<file path="src/rtl/demux16x1_capture_if.sv">
// Serial-in / word-out bundle for demux16x1_capture.
// master drives the bit stream and consumes words; slave is the demux.
interface demux16x1_capture_if #(
    parameter int N_OUT = 16
);
    localparam int SEL_W = $clog2(N_OUT);

    logic             auto;
    logic [SEL_W-1:0] s;
    logic             din;
    logic             din_valid;
    logic             din_ready;
    logic [N_OUT-1:0] dataout;
    logic             word_valid;
    logic             word_ready;

    modport master (
        output auto, s, din, din_valid, word_ready,
        input  din_ready, dataout, word_valid
    );

    modport slave (
        input  auto, s, din, din_valid, word_ready,
        output din_ready, dataout, word_valid
    );
endinterface

</file>
<file path="src/rtl/demux16x1_capture.sv">
// Registered 1-to-N_OUT demux: direct select or auto-pointer word fill.
// Optional sel_onehot output enabled by DEMUX_ONEHOT_EN.
module demux16x1_capture #(
    parameter int N_OUT = 16
) (
    input  logic clk,
    input  logic rst,
    input  logic clear,
    demux16x1_capture_if.slave bus
`ifdef DEMUX_ONEHOT_EN
    ,
    output logic [N_OUT-1:0] sel_onehot
`endif
);
    localparam int SEL_W = $clog2(N_OUT);
    localparam logic [SEL_W-1:0] LAST = SEL_W'(N_OUT - 1);

    typedef enum logic [1:0] {
        IDLE,
        FILL,
        HOLD
    } state_t;

    state_t           state_q, state_d;
    logic [SEL_W-1:0] ptr_q, ptr_d;
    logic [N_OUT-1:0] data_q, data_d;
    logic             xfer;
    logic             wr_en;
    logic [SEL_W-1:0] wr_idx;
`ifdef DEMUX_ONEHOT_EN
    logic [N_OUT-1:0] oh_q, oh_d;
`endif

    assign bus.din_ready  = (state_q != HOLD);
    assign bus.word_valid = (state_q == HOLD);
    assign bus.dataout    = data_q;
    assign xfer           = bus.din_valid && bus.din_ready;

    always_comb begin
        state_d = state_q;
        ptr_d   = ptr_q;
        data_d  = data_q;
        wr_en   = 1'b0;
        wr_idx  = bus.s;
`ifdef DEMUX_ONEHOT_EN
        oh_d    = oh_q;
`endif
        unique case (state_q)
            IDLE: begin
                if (xfer) begin
                    wr_en = 1'b1;
                    if (bus.auto) begin
                        wr_idx  = '0;
                        ptr_d   = SEL_W'(1);
                        state_d = FILL;
                    end
                end
            end
            FILL: begin
                if (xfer) begin
                    wr_en  = 1'b1;
                    wr_idx = ptr_q;
                    // Power-of-2 width: increment wraps to 0 on the last bit
                    ptr_d  = ptr_q + SEL_W'(1);
                    if (ptr_q == LAST) state_d = HOLD;
                end
            end
            HOLD: begin
                if (bus.word_ready) state_d = IDLE;
            end
            default: state_d = IDLE;
        endcase

        if (wr_en) data_d[wr_idx] = bus.din;
`ifdef DEMUX_ONEHOT_EN
        if (wr_en) begin
            oh_d         = '0;
            oh_d[wr_idx] = 1'b1;
        end
`endif

        if (clear) begin
            state_d = IDLE;
            ptr_d   = '0;
            data_d  = '0;
`ifdef DEMUX_ONEHOT_EN
            oh_d    = '0;
`endif
        end
    end

    always_ff @(posedge clk) begin
        if (rst) begin
            state_q <= IDLE;
            ptr_q   <= '0;
            data_q  <= '0;
`ifdef DEMUX_ONEHOT_EN
            oh_q    <= '0;
`endif
        end else begin
            state_q <= state_d;
            ptr_q   <= ptr_d;
            data_q  <= data_d;
`ifdef DEMUX_ONEHOT_EN
            oh_q    <= oh_d;
`endif
        end
    end

`ifdef DEMUX_ONEHOT_EN
    assign sel_onehot = oh_q;
`endif
endmodule

</file>
<file path="src/flat_wrapper.sv">
// flat-port wrapper written by rule: the top's interface ports become plain ports
module demux16x1_capture_flat 
#(
    parameter int N_OUT = 16
)
  (clk, rst, clear, bus_auto, bus_s, bus_din, bus_din_valid, bus_word_ready, bus_din_ready, bus_dataout, bus_word_valid);
  demux16x1_capture_if #(.N_OUT(N_OUT)) bus_i ();
  input  logic clk;
  input  logic rst;
  input  logic clear;
  input wire logic [$bits(bus_i.auto)-1:0] bus_auto;
  input wire logic [$bits(bus_i.s)-1:0] bus_s;
  input wire logic [$bits(bus_i.din)-1:0] bus_din;
  input wire logic [$bits(bus_i.din_valid)-1:0] bus_din_valid;
  input wire logic [$bits(bus_i.word_ready)-1:0] bus_word_ready;
  output wire logic [$bits(bus_i.din_ready)-1:0] bus_din_ready;
  output wire logic [$bits(bus_i.dataout)-1:0] bus_dataout;
  output wire logic [$bits(bus_i.word_valid)-1:0] bus_word_valid;
  assign bus_i.auto = bus_auto;
  assign bus_i.s = bus_s;
  assign bus_i.din = bus_din;
  assign bus_i.din_valid = bus_din_valid;
  assign bus_i.word_ready = bus_word_ready;
  assign bus_din_ready = bus_i.din_ready;
  assign bus_dataout = bus_i.dataout;
  assign bus_word_valid = bus_i.word_valid;
  demux16x1_capture #(.N_OUT(N_OUT)) u_core (.clk(clk), .rst(rst), .clear(clear), .bus(bus_i));
endmodule
</file>
<file path="config.mk">
export PLATFORM = sky130hd
export DESIGN_NAME = demux16x1_capture_flat
export DESIGN_NICKNAME = d
export VERILOG_FILES = /design/src/rtl/demux16x1_capture_if.sv /design/src/rtl/demux16x1_capture.sv /design/src/flat_wrapper.sv
export SDC_FILE = /design/constraint.sdc
export NUM_CORES = 1
export LEC_CHECK = 0
export BUFFER_PORTS_ARGS = -buffer_cell sky130_fd_sc_hd__buf_2
export CORE_MARGIN = 2
export CORE_UTILIZATION = 55
export CTS_CLUSTER_DIAMETER = 50
export DETAILED_ROUTE_END_ITERATION = 16
export HOLD_SLACK_MARGIN = 0.06
export PLACE_DENSITY = 0.86
export SYNTH_ARGS = -nofsm -noshare
export SYNTH_HDL_FRONTEND = slang
export SYNTH_SLANG_ARGS = --single-unit
export TNS_END_PERCENT = 50
</file>
<file path="constraint.sdc">
create_clock -name clk -period 3.8 [get_ports clk]
set_input_delay 0.19 -clock clk [delete_from_list [all_inputs] [get_ports clk]]
set_output_delay 0.19 -clock clk [all_outputs]
set_load 0.02 [all_outputs]
</file>
# Yosys cells after proc, flatten, opt, wreduce, memory -nomap -nowiden
# Index checks and enable logic that the tools add are counted.
# totals
regBits,22
latchBits,0
ram_bits,0
romBits,0
out_inout_bits,18
elab_cells,42
memories,0
# op_classes
add_sub_neg,1
n_mul,0
div,0
order_cmp,2
n_eq_ne,9
n_shift,0
mux,19
bitwise_logic,0
n_reduce_logical,8
# op_table
cell,count
$mux 4,6
$bwmux 16,1
$pmux 4 s2,2
$mux 2,5
$ne 2x1->1 const B,3
$ne 2x2->1 const B,3
$pmux 2 s3,1
$lt 4x5->1 const B,1
$reduce_and 5->1,1
$add 4x1->4 const B,1
$demux 1 s4,1
$eq 4x4->1 const B,1
$ge 4x1->1 const B,1
$reduce_and 4->1,1
$reduce_or 2->1,2
$mux 1,3
$eq 2x1->1 const B,1
$eq 2x2->1 const B,1
$logic_and 1x1->1,2
$logic_not 2->1,1
$reduce_bool 2->1,1

# Longest topological paths before layout
# depth
depth_word,9
mapped_depth,7
depth_no_buf,5

# Worst setup path before layout
# Ideal clock, no wire load.
# synth_timing
path_type,reg-to-reg
from,register u_core.state_q[0]
to,register u_core.data_q[1] (netlist: u_core.bus.dataout[1])
t_arrival_ns,1.452
required_time_ns,3.665
path_slack_ns,2.213
path_stages_with_launch,7
n_path_buf,2
period_less_slack_ns,1.587
path_cell_list,dfxtp_1 -> clkbuf_8 -> or2b_2 -> o21a_1 -> clkbuf_8 -> o311ai_0 -> o41ai_1
# synth_via
elab_chain_cells,9
# synth_lines
item,line_no,text
from (decl),demux16x1_capture.sv:24,"state_t state_q, state_d;"
from (signal assigned),demux16x1_capture.sv:101,state_q <= state_d;
$ne 2x2->1,demux16x1_capture.sv:34,assign bus.din_ready = (state_q != HOLD);
$logic_and 1x1->1,demux16x1_capture.sv:37,assign xfer = bus.din_valid && bus.din_ready;
"$mux 4, on equally long branches","demux16x1_capture.sv:60, demux16x1_capture.sv:50",
$pmux 4 s2,demux16x1_capture.sv:48,unique case (state_q)
$lt 4x5->1 (not written as such) or $ge 4x1->1 (tied branches),demux16x1_capture.sv:74,if (wr_en) data_d[wr_idx] = bus.din;
$logic_and 1x1->1 (not written as such),demux16x1_capture.sv:74,
$mux 1 (not written as such),demux16x1_capture.sv:74,
$demux 1 s4,n/a,
$bwmux 16,demux16x1_capture.sv:74,
to (signal assigned),demux16x1_capture.sv:103,data_q <= data_d;
to (decl),demux16x1_capture.sv:26,"logic [N_OUT-1:0] data_q, data_d;"
# Parallel ways exist; a longest one is shown, timed or not.
# A chain may end at the register's enable or synchronous reset.

# Final worst setup path
# layout_timing
from,register u_core.state_q[1]
to,register u_core.data_q[7] (netlist: u_core.bus.dataout[7])
# The elaborated chain is that of the path after synthesis.

==> flow_metrics.py <==
metrics = {
    "logic_synthesis": {
        "synth_top_area_frac": 0.371,
        "syn-cell-area_sq_mm": 0.00119,
        "synth.distinct_cells": 41,
        "synth_edf_count": 0,
        "synth_area_leaders": "dfxtp_1 (37%), mux2i_1 (7.6%), o41ai_1 (5.9%)",
        "syn_area_per_cell_sq_um": 10.1,
        "ys.flop_type": "dfxtp_1",
        "ys_seq_area_frac": 0.371,
        "syn_nets": 130,
        "syn_inst": 118,
        "synth_top_cell_by_area": "dfxtp_1",
        "async_reset_ff_frac": 0,
        "ys_ff_latch": 22,
        "synth_warnings": 0,
    },
    "drt": {
        "first_iter_violations": 17,
        "wire_per_inst_microns": 15.5,
        "wl_microns": 2610,
        "dr.pass1.iters": 4,
        "via_per_inst": 6.20,
        "postRouteAntennaNets": 0,
        "drc": 0,
        "vias": 1047,
    },
    "clocking": {
        "clk_pin_slew_ns": 0.13,
        "hold_buffers": 0,
        "cts_buffers": 3,
        "h-tree-depth": 1,
        "ctsResizeCount": 0,
        "cts.sinks": 22,
        "cts-root-buf": "clkbuf_4",
        "tritoncts": "yes",
        "clk_latency_ns": 0.32,
        "post-cts-setup-buffers": 0,
        "cts_max_path_buffers": 2,
    },
    "finish": {
        "area_growth_pct": 12.0,
        "drive_above_1_share": 0.338,
        "finalNonFillerCells": 169,
        "n_fill_cell": 170,
        "num_antenna_cells": 0,
        "final_nets": 155,
        "fin_util": 0.664,
    },
    "worst_setup_path": {
        "crit_path_start_kind": "flop",
        "slowest_delay_ns": 0.74,
        "path_buf_inv": 0,
        "path_class": "flop to flop",
        "cp_max_fo": 12,
        "cpMaxStageDelayCell": "a32oi_1",
        "crit_path_cell_trace": "nor2b_2 > o21ai_4 > a32oi_1 > o311ai_0 > o41ai_1",
        "critPathTopFamily": "compound AO/OA/AOI/OAI gates",
        "required_ns": 4.02,
        "reg2reg_slack_ns": 1.51,
        "end_kind": "flop",
        "arrival_ns": 2.50,
    },
    "pwr": {
        "p_comb_frac": 0.125,
        "netSwitchingFraction": 0.268,
        "irDropWorstVdd_mv": 0.247,
        "seqPwrFrac": 0.561,
        "p_total_mw": 0.419,
        "clkPwrFrac": 0.314,
        "net-switching-power_mw": 0.112,
        "power.leakage_nw": 0.561,
        "power_density_mw_per_mm2": 316,
        "p_int_mw": 0.307,
    },
    "outcome": {
        "status": "finished, final reports clean",
    },
    "timing": {
        "hold_violations": 0,
        "relSlewSlack": 0.373,
        "drv_slew": 0,
        "setup_slack_ns": 1.51,
        "max_freq_ghz": 0.437,
        "worst_pin_slew_ns": 0.941,
        "fin_crit_ns": 2.29,
        "setup_tns_ns": 0,
        "fin_skew_ns": 0.0123,
        "finalSetupViolCount": 0,
        "post-route-period-util": 0.602,
        "rsz0062_at_grt": "no",
    },
    "floorplan": {
        "die_w_microns": 50.4,
        "die_y_microns": 50.4,
        "floorplan.initialDensity": 0.593,
        "num_io_pins": 29,
        "rows": 16,
        "dieArea_sq_mm": 0.00254,
        "core_sq_mm": 0.00200,
    },
    "placed_design": {
        "dp_worst_setup_slack_ns": 1.57,
        "io_buffers": 28,
        "place.gp.congestion": 0.825,
        "dp.final_hpwl_microns": 1910,
        "placed_cells": 165,
    },
    "global_route": {
        "grt_pass1_vias": 984,
        "grt_max_degree": 20,
        "antenna_found_initial": 0,
        "grt_use_total": 0.228,
        "grt_pass1_wl_microns": 4540,
        "grt.overflow.total": 0,
    },
    "flow_run": {
        "drv_cap": 0,
    },
    "worst_hold_path": {
        "holdCritPathClass": "primary input to flop",
    },
}
## state kept, by name, summed over array words and instances, names as in the netlist
| signal | count |
|---|---|
| u_core.state_q | 2 |
| u_core.ptr_q | 4 |
| u_core.bus.dataout | 16 |
## cell usage after synthesis (all sizes together) (2+ instances only)
master	number
dfxtp	22
nand4	3
o21ai	5
nor3	2
nand2	11
a32oi	2
nand2b	3
a32o	2
mux2i	9
nor2	7
nand3	9
xor2	2
o311ai	8
o41ai	8
a21oi	4
buf	4
clkbuf	4
## kinds of logic (layout without fill, tap and decap cells)
| family | Yosys count | in the layout | share of synthesized area |
|---|---|---|---|
| flops | 22 | 22 | 0.371 |
| fa+ha+maj | 1 | 1 | 0.0105 |
| simple gates | 41 | 41 | 0.207 |
| buf+inv | 9 | 33 | 0.0601 |
| mux | 9 | 9 | 0.0760 |
| compound gates | 34 | 34 | 0.261 |
| xor+xnor | 2 | 2 | 0.0148 |
## cell usage in the layout, fill, tap and decap left out, drive strengths merged
cell,count
nor4,1
o21a,1
nor3b,1
a32o,2
xor2,2
dfxtp,22
a211oi,1
ha,1
buf,28
a31oi,1
nor2,7
nor3,2
a32oi,2
inv,1
nand4,3
o21ai,5
nand3,9
mux2i,9
clkbuf,4
nand4b,1
or2b,1
a221o,1
a22oi,1
nor2b,1
a21oi,4
o311ai,8
o41ai,8
nand2,11
and4b,1
nand2b,3
## power groups by stage
stage | combinational (mW) | clock [mW] | sequential [mW]
final | 0.0523 | 0.132 | 0.235
after global placement | 0.0493 | 0 | 0.240
after floorplan | 0.0404 | 0 | 0.240
after global routing | 0.0573 | 0.140 | 0.236
after CTS | 0.0519 | 0.134 | 0.235
after detailed placement | 0.0518 | 0 | 0.241
## worst paths after layout
kind,start,endpoint,cells after the start
max,u_core.state_q[1]$_SDFFE_PP0P_,u_core.bus.dataout[7]$_SDFFE_PP0P_,5
min,rst,u_core.ptr_q[1]$_SDFFE_PP0P_,2
max reg2reg,u_core.state_q[1]$_SDFFE_PP0P_,u_core.bus.dataout[7]$_SDFFE_PP0P_,5
min reg2reg,u_core.bus.dataout[15]$_SDFFE_PP0P_,u_core.bus.dataout[15]$_SDFFE_PP0P_,2
## worst register-to-register path: stages, from the launching register on
cell	delay [ns]
dfxtp_1	0.40
nor2b_2	0.46
o21ai_4	0.15
a32oi_1	0.74
o311ai_0	0.30
o41ai_1	0.13
## metal layers
layer / up-vias / part of all wire / global-route usage
li1: 516 / - / -
met1: 494 / 0.44 / 0.289
met2: 34 / 0.50 / 0.393
met3: 3 / 0.057 / 0.0565
met4: 0 / 0.0050 / 0.0450
met5: - / 0 / 0
## per-stage QoR
stage | hold WS (ns) | area [sq um]
after detailed placement | 0.424 | 1290
after CTS | 0.0771 | 1330
after global placement | 0.416 | 1290
after floorplan | 0.267 | 1190
final | 0.0783 | 1330
after global routing | 0.0809 | 1330
## layout make-up
type,count,area (sq um),share of cell area
multi-input cells,87,674,0.508
flip-flops and latches,22,440,0.331
repair buffers,28,140,0.105
clock buffers,4,36.3,0.0273
well taps,27,33.8,0.0254
inverters,1,3.75,0.00282
(Power assumes the default switching activity.)
